## src/rtl/fpadd_operand_loader.sv

```systemverilog
// -----------------------------------------------------------------------------
// fpadd_operand_loader
//
// User-input front end for the FP adder board. A bouncy push button and an
// 8-bit switch bank are turned into the two single-precision operands that
// feed the adder. Every debounced press latches the switch byte into the next
// operand byte, most significant byte of A first, then B. After the eighth
// byte the operands are flagged valid; the next press starts a new entry.
//
// Ports
//   clk             system clock, rising edge
//   rst             synchronous active-high reset
//   noisy_level     raw push-button level (asynchronous, bouncy)
//   sw[7:0]         byte value, sampled in the load cycle
//   inp_a[31:0]     operand A
//   inp_b[31:0]     operand B
//   operands_valid  high while both operands are complete
//   byte_idx[2:0]   next byte to load: 0..3 -> A[31:24]..A[7:0],
//                   4..7 -> B[31:24]..B[7:0]
//   load_ack        one-cycle pulse in the cycle after each byte write
//
// FSM states
//   state      | meaning
//   ST_LOAD_A  | collecting bytes 0..3 into operand A
//   ST_LOAD_B  | collecting bytes 4..7 into operand B
//   ST_DONE    | both operands complete; next press restarts entry
// -----------------------------------------------------------------------------
module fpadd_operand_loader #(
  parameter int unsigned DEBOUNCE_CYCLES = 16
) (
  input  logic        clk,
  input  logic        rst,
  input  logic        noisy_level,
  input  logic [7:0]  sw,
  output logic [31:0] inp_a,
  output logic [31:0] inp_b,
  output logic        operands_valid,
  output logic [2:0]  byte_idx,
  output logic        load_ack
);

  localparam int unsigned CNT_W = $clog2(DEBOUNCE_CYCLES + 1);
  // The counter value on the edge whose increment would reach DEBOUNCE_CYCLES.
  localparam logic [CNT_W-1:0] CNT_LAST = CNT_W'(DEBOUNCE_CYCLES - 1);

  typedef enum logic [1:0] {
    ST_LOAD_A = 2'd0,
    ST_LOAD_B = 2'd1,
    ST_DONE   = 2'd2
  } state_e;

  // ---------------------------------------------------------------------------
  // Two-flop synchronizer
  // ---------------------------------------------------------------------------
  logic sync1_q;
  logic sync2_q;

  always_ff @(posedge clk) begin
    if (rst) begin
      sync1_q <= 1'b0;
      sync2_q <= 1'b0;
    end else begin
      sync1_q <= noisy_level;
      sync2_q <= sync1_q;
    end
  end

  // ---------------------------------------------------------------------------
  // Debouncer: a level change is accepted only after DEBOUNCE_CYCLES
  // consecutive synchronized cycles that disagree with the accepted level.
  // Any agreeing cycle restarts the count, which is what rejects chatter.
  // ---------------------------------------------------------------------------
  logic             stable_q;
  logic             stable_d;
  logic [CNT_W-1:0] cnt_q;
  logic [CNT_W-1:0] cnt_d;

  always_comb begin
    stable_d = stable_q;
    cnt_d    = '0;
    if (sync2_q != stable_q) begin
      if (cnt_q == CNT_LAST) begin
        stable_d = sync2_q;
        cnt_d    = '0;
      end else begin
        cnt_d = cnt_q + CNT_W'(1);
      end
    end
  end

  always_ff @(posedge clk) begin
    if (rst) begin
      stable_q <= 1'b0;
      cnt_q    <= '0;
    end else begin
      stable_q <= stable_d;
      cnt_q    <= cnt_d;
    end
  end

  // ---------------------------------------------------------------------------
  // Press detect: one strobe per accepted rising level, none on release.
  // ---------------------------------------------------------------------------
  logic stable_dly_q;
  logic press;

  always_ff @(posedge clk) begin
    if (rst) begin
      stable_dly_q <= 1'b0;
    end else begin
      stable_dly_q <= stable_q;
    end
  end

  assign press = stable_q & ~stable_dly_q;

  // ---------------------------------------------------------------------------
  // Byte-lane insert: lane 0 is the most significant byte.
  // ---------------------------------------------------------------------------
  function automatic logic [31:0] put_byte(input logic [31:0] word,
                                           input logic [1:0]  lane,
                                           input logic [7:0]  val);
    logic [31:0] res;
    res = word;
    case (lane)
      2'd0:    res[31:24] = val;
      2'd1:    res[23:16] = val;
      2'd2:    res[15:8]  = val;
      default: res[7:0]   = val;
    endcase
    return res;
  endfunction

  // ---------------------------------------------------------------------------
  // Entry FSM with registered outputs
  // ---------------------------------------------------------------------------
  state_e      state_q;
  logic [31:0] inp_a_q;
  logic [31:0] inp_b_q;
  logic        valid_q;
  logic [2:0]  byte_idx_q;
  logic        load_ack_q;

  always_ff @(posedge clk) begin
    if (rst) begin
      state_q    <= ST_LOAD_A;
      inp_a_q    <= '0;
      inp_b_q    <= '0;
      valid_q    <= 1'b0;
      byte_idx_q <= 3'd0;
      load_ack_q <= 1'b0;
    end else begin
      load_ack_q <= press;
      if (press) begin
        case (state_q)
          ST_LOAD_A: begin
            inp_a_q    <= put_byte(inp_a_q, byte_idx_q[1:0], sw);
            byte_idx_q <= byte_idx_q + 3'd1;
            if (byte_idx_q == 3'd3) begin
              state_q <= ST_LOAD_B;
            end
          end
          ST_LOAD_B: begin
            inp_b_q <= put_byte(inp_b_q, byte_idx_q[1:0], sw);
            if (byte_idx_q == 3'd7) begin
              byte_idx_q <= 3'd0;
              valid_q    <= 1'b1;
              state_q    <= ST_DONE;
            end else begin
              byte_idx_q <= byte_idx_q + 3'd1;
            end
          end
          ST_DONE: begin
            // The restart press already carries the first byte of a new A;
            // the other bytes keep their old values until overwritten.
            valid_q          <= 1'b0;
            inp_a_q[31:24]   <= sw;
            byte_idx_q       <= 3'd1;
            state_q          <= ST_LOAD_A;
          end
          default: begin
            state_q    <= ST_LOAD_A;
            byte_idx_q <= 3'd0;
          end
        endcase
      end
    end
  end

  assign inp_a          = inp_a_q;
  assign inp_b          = inp_b_q;
  assign operands_valid = valid_q;
  assign byte_idx       = byte_idx_q;
  assign load_ack       = load_ack_q;

endmodule

```

## config.mk

```make
export PLATFORM = sky130hd
export DESIGN_NAME = fpadd_operand_loader
export DESIGN_NICKNAME = d
export VERILOG_FILES = /design/src/rtl/fpadd_operand_loader.sv
export SDC_FILE = /design/constraint.sdc
export NUM_CORES = 1
export LEC_CHECK = 0
export BUFFER_PORTS_ARGS = -buffer_cell sky130_fd_sc_hd__buf_2
export CORE_ASPECT_RATIO = 1.4
export CORE_MARGIN = 2
export CORE_UTILIZATION = 47
export DETAILED_ROUTE_END_ITERATION = 16
export HOLD_SLACK_MARGIN = 0.15
export MAX_ROUTING_LAYER = met4
export PLACE_DENSITY = 0.8
export SKIP_CTS_REPAIR_TIMING = 1
export SLEW_MARGIN = 20
export SYNTH_ARGS = -nofsm -noshare
export SYNTH_HDL_FRONTEND = slang
export SYNTH_SLANG_ARGS = --single-unit
```

## constraint.sdc

```tcl
create_clock -name clk -period 1.5 [get_ports clk]
set_input_delay 0.075 -clock clk [delete_from_list [all_inputs] [get_ports clk]]
set_output_delay 0.075 -clock clk [all_outputs]
set_load 0.05 [all_outputs]
```

==> summary.txt <==
Synth
  • Adder and majority gate portion of the synthesized area: 2.716%
  • Top post-synthesis cells by count: 80 x dfxtp_1, 73 x nand2b_1, 65 x mux2i_1
  • Synth Area in Simple Gates: 20.49%
  • Post-synth EDFFs: 0
  • Xor-xnor portion of the synthesized cell area: 0.8149%
  • Sequential area share after synthesis: 49.67%
  • Async S/R FF share, synth: 0%
  • Post-Syn Area: 3224 sq um
  • Synth Net Count: 317
  • Post-synth top area cell: dfxtp_1
  • Synthesis Warnings: 0
  • Synth Area per Inst: 10.78 sq um
  • Compound-cell area share of the yosys netlist: 2.445%
  • Synth area leaders: dfxtp_1 50%, mux2i_1 20%, nand2b_1 14%
  • Synth unique cells: 30
  • Top-count cell post-synth: dfxtp_1
  • Yosys reg bits: 80
  • Yosys top cell area share: 49.67%
  • Post-synthesis mux area share: 20.18%
  • Ys flop type: dfxtp_1
  • Largest family of logic cells by synthesized area: simple AND/OR/NAND/NOR gates
  • Cells after Synth: 299

Timing
  • Endpoints failing setup: 0
  • Hold WS: 0.2271 ns
  • Slew HR: 70.99%
  • Final Hold Vio Count: 0
  • Final worst-path cycle share: 96.85%
  • FMAX: 688.4 MHz
  • Least-Margin Pin Slew: 0.4352 ns
  • Slew Limit Fails: 0
  • Tmin final: 1.453 ns
  • Total negative slack: 0 ns
  • RSZ-0062 raised after global routing: no
  • Worst Skew: 0.008441 ns

Drt
  • First-pass DRT Iterations: 4
  • DRC Markers: 0
  • Total wire length: 7.202 mm
  • DR vias/cell: 4.928
  • Antenna-violating nets left: 0
  • Avg WL per Cell: 15.19 um
  • DRT iter0 DRCs: 113
  • Vias after detailed routing: 2336

Critical path
  • Critical path arrival: 1.73 ns
  • CP max FO: 5
  • Critical path endpoint category: flop
  • WP data required: 1.78 ns
  • CP Launch Type: flop
  • Crit path kind: reg -> reg

Cells and area
  • Area of the multi-input gates: 1514 sq um
  • FILL cells: 565
  • Layout Cells excl Fill: 474
  • Layout Nets: 395
  • Register Area: 1610 sq um
  • Share of cells above drive strength 1: 30.89%
  • Layout area overhead: 23.40%
  • Layout Utilization: 60.17%
  • N_diodes: 0

Global routing
  • Initial antenna violation count: 0
  • Aggregate global routing overflow: 0
  • Via count of the first global-routing pass: 2299
  • First-pass GRT wire length: 11.41 mm
  • Global router's overall resource usage: 20.76%
  • Largest net degree at the start of global routing: 36

Clock network
  • CTS clock-pin slew for the worst setup and hold paths: 0.08 ns
  • CTS H-tree depth: 3
  • CTS tree: done
  • Worst-skew pair later-pin latency: 0.34 ns
  • Clk sink count: 80
  • Clk buf depth: 2
  • Clock root buffer: clkbuf_8
  • Num CTS Buffers: 9

Placed design
  • I/O Buffers: 79
  • Placer congestion estimate: 0.8182
  • DP Cell Count: 457
  • HPWL after DPL: 5.005 mm

Pwr
  • IR Drop Worst-Case VDD: 732.6 uV
  • Power density over the cells: 980.4 nW/um^2
  • Leak: 2.044 nW

Die
  • I/O Pins: 80
  • Die area: 7548 sq um
  • Core area: 6613 sq um
  • DIE WIDTH: 74 um
  • Site row count: 35
  • Starting density of the core: 48.76%
  • Die outline height: 102 um

Flow run
  • MaxCap Viol Count: 0

Run status
  • Status: finished, final reports clean

Hold path
  • Hold WC Path Type: in -> reg
[routing by layer]
| metal | global-route usage, % | share of wire [%] | up-vias |
|---|---|---|---|
| met4 | 5.874 | 1.1 | 0 |
| li1 | - | - | 1141 |
| met3 | 5.424 | 4.0 | 11 |
| met5 | - | 0 | - |
| met1 | 23.92 | 42 | 1133 |
| met2 | 35.23 | 53 | 51 |
[per-stage QoR]
stage	setup WS [ns]	area (sq um)	power (mW)
after floorplan	0.01910	3232	2.254
final	0.04730	3979	3.901
after global routing	0.004557	3979	4.041
after CTS	-0.08326	3958	3.935
after detailed placement	-0.05747	3744	2.292
after global placement	0.01538	3744	2.291
[logic make-up (layout without fill, tap and decap cells)]
kind of cell,Yosys count,count (layout)
compound gates,12,12
xor+xnor,3,3
fa+ha+maj,7,7
buf+inv,27,110
flops,80,80
mux,65,65
simple gates,105,105
[where the power goes]
group | switching, mW | leakage, nW | internal [mW] | total (mW)
clock | 0.785 | 0.108 | 0.873 | 1.66
sequential | 0.00169 | 0.647 | 2.12 | 2.12
combinational | 0.0660 | 1.29 | 0.0544 | 0.120
total | 0.853 | 2.04 | 3.05 | 3.90
[final timing paths]
path	slack (ns)	from	end	cells past startpoint
worst max register to register	0.05	cnt_q[0]	cnt_q[3]	5
worst min-delay path	0.23	sw[7]	inp_b[23]	3
worst max-delay path	0.05	cnt_q[0]	cnt_q[3]	5
worst min register to register	0.43	cnt_q[0]	cnt_q[0]	1
[worst max-delay path, cell delays in order, from the launching register on]
cell and delay [ns]:
dfxtp_2 0.34, ha_1 0.21, and3_1 0.19, ha_2 0.18, or3_4 0.36, nor2_1 0.11
[layout make-up]
| type | count | area share, % |
|---|---|---|
| sequential | 80 | 40.47 |
| clock buffer | 10 | 3.742 |
| clock inverter | 6 | 1.635 |
| timing repair buffer | 88 | 12.64 |
| inverter | 6 | 0.5660 |
| tap | 92 | 2.893 |
| multi-input combinational | 192 | 38.05 |
[placed cells by master (no fill, tap or decap), types with 2 or more instances in the layout]
| cell type | n |
|---|---|
| clkinv_2 | 2 |
| nor2_1 | 8 |
| a211oi_1 | 2 |
| mux2i_1 | 65 |
| buf_12 | 3 |
| ha_1 | 6 |
| nand2b_1 | 73 |
| o21ai_0 | 2 |
| clkbuf_8 | 9 |
| a21oi_1 | 5 |
| nand2_1 | 2 |
| buf_2 | 79 |
| dfxtp_4 | 2 |
| nand3_1 | 2 |
| nand2_2 | 6 |
| xnor2_1 | 2 |
| dfxtp_1 | 77 |
| nor2b_1 | 3 |
| buf_4 | 5 |
| nand4b_1 | 2 |
| inv_1 | 6 |
[sequential cells by signal (all words and copies together), names as in the netlist, 2 cells and up]
register / count
inp_b: 32
state_q: 2
cnt_q: 5
inp_a: 32
byte_idx: 3
Note: power is estimated with default switching activity, not from simulation.
